## config.mk

```make
export PLATFORM = sky130hd
export DESIGN_NAME = strobe_monitor_flat
export DESIGN_NICKNAME = d
export VERILOG_FILES = /design/src/rtl/strobe_mon_pkg.sv /design/src/rtl/strobe_monitor_if.sv /design/src/rtl/sat_counter.sv /design/src/rtl/strobe_monitor.sv /design/src/flat_wrapper.sv
export SDC_FILE = /design/constraint.sdc
export NUM_CORES = 1
export LEC_CHECK = 0
export ABC_AREA = 1
export CORE_MARGIN = 4
export CORE_UTILIZATION = 51
export DETAILED_ROUTE_END_ITERATION = 16
export GPL_TIMING_DRIVEN = 0
export PLACE_DENSITY_LB_ADDON = 0.25
export SLEW_MARGIN = 15
export SYNTH_ARGS = -nofsm -noshare
export SYNTH_HDL_FRONTEND = slang
export SYNTH_SLANG_ARGS = --single-unit
```

## constraint.sdc

```tcl
create_clock -name clk -period 3.5 [get_ports clk]
set_input_delay 0.875 -clock clk [delete_from_list [all_inputs] [get_ports clk]]
set_output_delay 0.875 -clock clk [all_outputs]
set_load 0.02 [all_outputs]
```

## src/rtl/strobe_mon_pkg.sv

```systemverilog
//------------------------------------------------------------------------------
// Module  : strobe_mon_pkg
// Brief   : Shared state encodings and width helper for the strobe monitor.
// Revision: 1.0 - initial release
//------------------------------------------------------------------------------
`default_nettype none

package strobe_mon_pkg;

   typedef enum logic [1:0] {
      SEARCH = 2'd0,
      TRAIN  = 2'd1,
      LOCKED = 2'd2
   } state_t;

   // Width able to hold 0..x-1, never narrower than one bit.
   function automatic int width_min1(input int x);
      return (x <= 1) ? 1 : $clog2(x);
   endfunction

endpackage

`default_nettype wire

```

## src/rtl/strobe_monitor_if.sv

```systemverilog
//------------------------------------------------------------------------------
// Module  : strobe_monitor_if
// Brief   : Strobe in / flywheel strobe, lock and error status out.
// Revision: 1.0 - initial release
//------------------------------------------------------------------------------
`default_nettype none

interface strobe_monitor_if #(
   parameter int NB_ERR = 16
);
   logic              i_valid;
   logic              o_valid;
   logic              o_locked;
   logic              o_err;
   logic [NB_ERR-1:0] o_err_count;

   modport master (
      output i_valid,
      input  o_valid, o_locked, o_err, o_err_count
   );

   modport slave (
      input  i_valid,
      output o_valid, o_locked, o_err, o_err_count
   );
endinterface

`default_nettype wire

```

## src/rtl/sat_counter.sv

```systemverilog
//------------------------------------------------------------------------------
// Module  : sat_counter
// Brief   : Up counter that sticks at all-ones.
// Revision: 1.0 - initial release
//------------------------------------------------------------------------------
`default_nettype none

module sat_counter #(
   parameter int NB = 16
) (
   input  logic          clk,
   input  logic          i_rst,
   input  logic          i_inc,
   output logic [NB-1:0] o_count
);

   logic [NB-1:0] r_count;

   always_ff @(posedge clk) begin
      if (i_rst) begin
         r_count <= '0;
      end else if (i_inc && (r_count != '1)) begin
         r_count <= r_count + 1'b1;
      end
   end

   assign o_count = r_count;

endmodule

`default_nettype wire

```

## src/rtl/strobe_monitor.sv

```systemverilog
//------------------------------------------------------------------------------
// Module  : strobe_monitor
// Brief   : Trains onto a periodic strobe, locks, regenerates a flywheel strobe
//           and flags missing/early strobes. STROBE_MON_ERRCNT_EN adds the
//           saturating error counter; otherwise o_err_count is tied to 0.
// Revision: 1.0 - initial release
//------------------------------------------------------------------------------
`default_nettype none

module strobe_monitor
   import strobe_mon_pkg::*;
#(
   parameter int N          = 4,
   parameter int LOCK_CNT   = 3,
   parameter int UNLOCK_CNT = 2,
   parameter int NB_ERR     = 16
) (
   input  logic             clk,
   input  logic             i_rst,
   strobe_monitor_if.slave  mon
);

   localparam int CNT_W  = width_min1(N);
   localparam int GOOD_W = width_min1(LOCK_CNT);
   localparam int BAD_W  = width_min1(UNLOCK_CNT);

   localparam logic [CNT_W-1:0]  c_last      = CNT_W'(N - 1);
   localparam logic [GOOD_W-1:0] c_good_last = GOOD_W'(LOCK_CNT - 1);
   localparam logic [BAD_W-1:0]  c_bad_last  = BAD_W'(UNLOCK_CNT - 1);

   state_t             r_state;
   logic [CNT_W-1:0]   r_cnt;
   logic [GOOD_W-1:0]  r_good;
   logic [BAD_W-1:0]   r_bad;
   logic               r_valid;
   logic               r_locked;
   logic               r_err;

   logic               w_slot;
   logic               w_good;
   logic               w_early;
   logic               w_miss;
   logic               w_err_evt;
   logic [CNT_W-1:0]   w_cnt_next;
   logic [NB_ERR-1:0]  w_err_count;

   assign w_slot     = (r_cnt == c_last);
   assign w_good     = mon.i_valid && w_slot;
   assign w_early    = mon.i_valid && !w_slot;
   assign w_miss     = !mon.i_valid && w_slot;
   assign w_err_evt  = (r_state == LOCKED) && (w_early || w_miss);
   assign w_cnt_next = w_slot ? '0 : r_cnt + 1'b1;

   always_ff @(posedge clk) begin
      if (i_rst) begin
         r_state  <= SEARCH;
         r_cnt    <= '0;
         r_good   <= '0;
         r_bad    <= '0;
         r_valid  <= 1'b0;
         r_locked <= 1'b0;
         r_err    <= 1'b0;
      end else begin
         r_valid <= 1'b0;
         r_err   <= 1'b0;
         case (r_state)
            SEARCH: begin
               if (mon.i_valid) begin
                  r_cnt   <= '0;
                  r_good  <= '0;
                  r_state <= TRAIN;
               end
            end
            TRAIN: begin
               if (w_good) begin
                  r_cnt <= '0;
                  if (r_good == c_good_last) begin
                     r_good   <= '0;
                     r_bad    <= '0;
                     r_locked <= 1'b1;
                     r_state  <= LOCKED;
                  end else begin
                     r_good <= r_good + 1'b1;
                  end
               end else if (w_early) begin
                  r_cnt  <= '0;
                  r_good <= '0;
               end else if (w_miss) begin
                  r_good  <= '0;
                  r_state <= SEARCH;
               end else begin
                  r_cnt <= r_cnt + 1'b1;
               end
            end
            LOCKED: begin
               // Flywheel: early strobes never realign, missing ones wrap anyway.
               r_valid <= w_slot;
               r_cnt   <= w_cnt_next;
               if (w_good) begin
                  r_bad <= '0;
               end else if (w_err_evt) begin
                  r_err <= 1'b1;
                  if (r_bad == c_bad_last) begin
                     r_bad    <= '0;
                     r_locked <= 1'b0;
                     r_state  <= SEARCH;
                  end else begin
                     r_bad <= r_bad + 1'b1;
                  end
               end
            end
            default: begin
               r_state <= SEARCH;
            end
         endcase
      end
   end

`ifdef STROBE_MON_ERRCNT_EN
   sat_counter #(
      .NB (NB_ERR)
   ) u_err_count (
      .clk     (clk),
      .i_rst   (i_rst),
      .i_inc   (w_err_evt),
      .o_count (w_err_count)
   );
`else
   assign w_err_count = '0;
`endif

   assign mon.o_valid     = r_valid;
   assign mon.o_locked    = r_locked;
   assign mon.o_err       = r_err;
   assign mon.o_err_count = w_err_count;

endmodule

`default_nettype wire

```

## src/flat_wrapper.sv

```systemverilog
// flat-port wrapper written by rule: the top's interface ports become plain ports
module strobe_monitor_flat import strobe_mon_pkg::*;
#(
   parameter int N          = 4,
   parameter int LOCK_CNT   = 3,
   parameter int UNLOCK_CNT = 2,
   parameter int NB_ERR     = 16
)
  (clk, i_rst, mon_i_valid, mon_o_valid, mon_o_locked, mon_o_err, mon_o_err_count);
  strobe_monitor_if #(.NB_ERR(NB_ERR)) mon_i ();
  input  logic clk;
  input  logic i_rst;
  input wire logic [$bits(mon_i.i_valid)-1:0] mon_i_valid;
  output wire logic [$bits(mon_i.o_valid)-1:0] mon_o_valid;
  output wire logic [$bits(mon_i.o_locked)-1:0] mon_o_locked;
  output wire logic [$bits(mon_i.o_err)-1:0] mon_o_err;
  output wire logic [$bits(mon_i.o_err_count)-1:0] mon_o_err_count;
  assign mon_i.i_valid = mon_i_valid;
  assign mon_o_valid = mon_i.o_valid;
  assign mon_o_locked = mon_i.o_locked;
  assign mon_o_err = mon_i.o_err;
  assign mon_o_err_count = mon_i.o_err_count;
  strobe_monitor #(.N(N), .LOCK_CNT(LOCK_CNT), .UNLOCK_CNT(UNLOCK_CNT), .NB_ERR(NB_ERR)) u_core (.clk(clk), .i_rst(i_rst), .mon(mon_i));
endmodule
```

==> impl_metrics.py <==
metrics = {
    "clocking": {
        "clock-sinks": 10,
        "cts_tree": "done",
        "htreeDepth": 1,
        "post_cts_buffers": 0,
        "clock_path_buffers": 2,
        "clk_latency_ps": 270,
        "hold_buffers": 0,
        "cts_buffers": 3,
        "cts-root-buf": "clkbuf_4",
        "path_clk_slew_ps": 70,
        "cts-resized-gates": 0,
    },
    "routing": {
        "wire_per_inst_um": 8.96,
        "num_vias": 689,
        "viasPerCell": 4.36,
        "drt_iter0_markers": 8,
        "drtAntennaViolNets": 0,
        "routed_wl_um": 1420,
        "route.detailed.drc": 0,
        "drt_first_pass_iters": 4,
    },
    "final_layout": {
        "fillers": 142,
        "syn2layout_area_growth_pct": 19.5,
        "diodes": 0,
        "layout.nets": 155,
        "design_area_um2": 998,
        "drive_gt1_share_pct": 24.6,
    },
    "place": {
        "place_area_um2": 962,
        "place_hpwl_um": 1190,
        "dp_slack_ps": 964,
        "gp_congestion": 0.820,
        "port_buffers": 5,
    },
    "setup_path": {
        "r2r_slack_ps": 1950,
        "start_kind": "input port",
        "critPathCaptureType": "flop",
        "crit_chain": "clkdlybuf4s50_1 > inv_1 > ha_1 > nand2_2 > nand3_2 > nor2_4 > nand3_1 > nand2_1 > nor2_1",
        "worstSetupPathType": "in2reg",
        "cp.arrival_ps": 2430,
        "worstPathRequired_ps": 3660,
        "critPathMaxFanout": 5,
        "critical-path-max-stage-delay_ps": 580,
        "cp_slowest_cell": "clkdlybuf4s50_1",
    },
    "power": {
        "p_clk_share_pct": 17.3,
        "intPower_uw": 338,
        "p_leak_nw": 0.507,
        "pwr-share-comb_pct": 56.8,
        "ir_worst_vdd_v": 0.000397,
        "powerDensity_nw_per_um2": 600,
        "p_switching_uw": 262,
        "swShare_pct": 43.7,
        "sequentialPowerShare_pct": 26.0,
    },
    "logic_synthesis": {
        "yosysTopAreaCellShare_pct": 24.0,
        "ys_ff_latch": 10,
        "yosysWarnings": 0,
        "synth.area.top_cells": "dfxtp_1 24%, buf_4 14%, ha_1 13%",
        "yosysSeqAreaShare_pct": 24.0,
        "yosys.area.top_type": "dfxtp_1",
        "synthCells": 118,
        "syn_area_per_cell_um2": 7.08,
        "synth_cell_types": 21,
        "synthesis.area_um2": 836,
    },
    "timing": {
        "skew_ps": 3.22,
        "fin_crit_ps": 2260,
        "finalCritPeriodShare_pct": 64.7,
        "hold_violations": 0,
        "finalSetupViolations": 0,
        "fin_tns_setup_ps": 0,
        "fmax_mhz": 442,
        "rsz0062_at_grt": "no",
        "fin_ws_ps": 1240,
        "slew_violations": 0,
    },
    "global_routing": {
        "grt_pass1_vias": 550,
        "grt_max_degree": 10,
        "globalRouteOverflowTotal": 0,
        "grt_first_pass_wirelength_um": 2300,
        "antenna_found_initial": 0,
        "grt_use_total_pct": 11.9,
    },
    "floorplan": {
        "fp.dieArea_um2": 2350,
        "core_area_um2": 1520,
        "start_util_pct": 54.8,
        "ioPinCount": 22,
        "die_w_um": 48.5,
        "num_rows": 14,
        "die_h_um": 48.5,
    },
    "run": {
        "drv_cap": 0,
    },
    "outcome": {
        "outcome": "complete, no violations",
    },
    "worst_hold_path": {
        "holdCritPathClass": "reg2reg",
    },
}
-- kinds of logic after synthesis --
group / count (synthesis) / synth area share, %
AND/OR/NAND/NOR: 49 / 27.7
buffers and inverters: 35 / 24.7
AO/OA/AOI/OAI: 14 / 9.73
flip-flops: 10 / 24.0
adder cells (fa/ha/maj): 9 / 13.5
other: 1 / 0.449
-- metal layers --
metal  up-vias  GRT usage (%)  share of wire [%]
li1        385              -                  -
met1       286           15.1                 47
met2        18           18.3                 45
met3         0           7.67                7.9
met4         0              0                  0
met5         -              0                  0
-- registers in the layout, summed over array words and instances, names as in the netlist --
| register | cells |
|---|---|
| u_core.mon.o_valid | 1 |
| u_core.r_cnt | 2 |
| u_core.mon.o_err | 1 |
| u_core.r_bad | 1 |
| u_core.mon.o_locked | 1 |
| u_core.r_state | 2 |
| u_core.r_good | 2 |
-- path summary, 6_finish.rpt --
path / startpoint / endpoint / cells past startpoint
worst max-delay path: mon_i_valid / u_core.r_state[0] / 9
worst min-delay path: u_core.mon.o_locked / u_core.mon.o_locked / 2
worst max register to register: u_core.r_cnt[0] / u_core.r_state[0] / 8
worst min register to register: u_core.mon.o_locked / u_core.mon.o_locked / 2
-- area by class of cell --
type	instances	area (um^2)	share of cell area [%]
plain buffers	18	143	14.3
multi-input cells	88	485	48.6
clock buffers	4	36.3	3.63
flip-flops and latches	10	200	20.1
repair buffers	5	50.0	5.01
well taps	16	20.0	2.01
inverters	17	63.8	6.39
-- placed cells by master, fill, tap and decap left out, drive strengths merged --
cell type / instances
buf: 18
clkdlybuf4s50: 5
nor2: 10
nand3b: 1
o21ai: 3
dfxtp: 10
conb: 16
nand4: 2
inv: 17
a21oi: 11
nand3: 10
ha: 9
nand2: 25
nor3: 1
clkbuf: 4
-- synthesized netlist by cell type, drive strengths merged --
library cell and n:
conb 1, buf 18, a21oi 11, nor3 1, ha 9, nand3b 1
nand3 10, nand2 25, inv 17, o21ai 3, nand4 2, dfxtp 10
nor2 10
-- power by group through the flow --
stage	Sequential, mW	Combinational, mW	Clock [mW]
finish	0.156	0.340	0.103
CTS	0.156	0.338	0.107
floorplan	0.161	0.277	0
detailed placement	0.158	0.338	0
global placement	0.157	0.332	0
global route	0.160	0.378	0.114
-- worst max-delay path: cells and delay by family --
family	cells	cell delay [ps]
buffers and inverters	2	670
AND/OR/NAND/NOR	6	540
adder cells (fa/ha/maj)	1	340
-- stage by stage --
stage | utilization (%) | hold WS (ps) | total power, mW | std cells
finish | 65.5 | 460 | 0.599 | 158
detailed placement | 63.1 | 460 | 0.496 | 154
global placement | 63.1 | 448 | 0.490 | 154
global route | 65.5 | 484 | 0.652 | 158
CTS | 65.5 | 470 | 0.601 | 158
floorplan | - | 441 | 0.438 | 133
No activity file was read; power rests on OpenSTA's default activity.
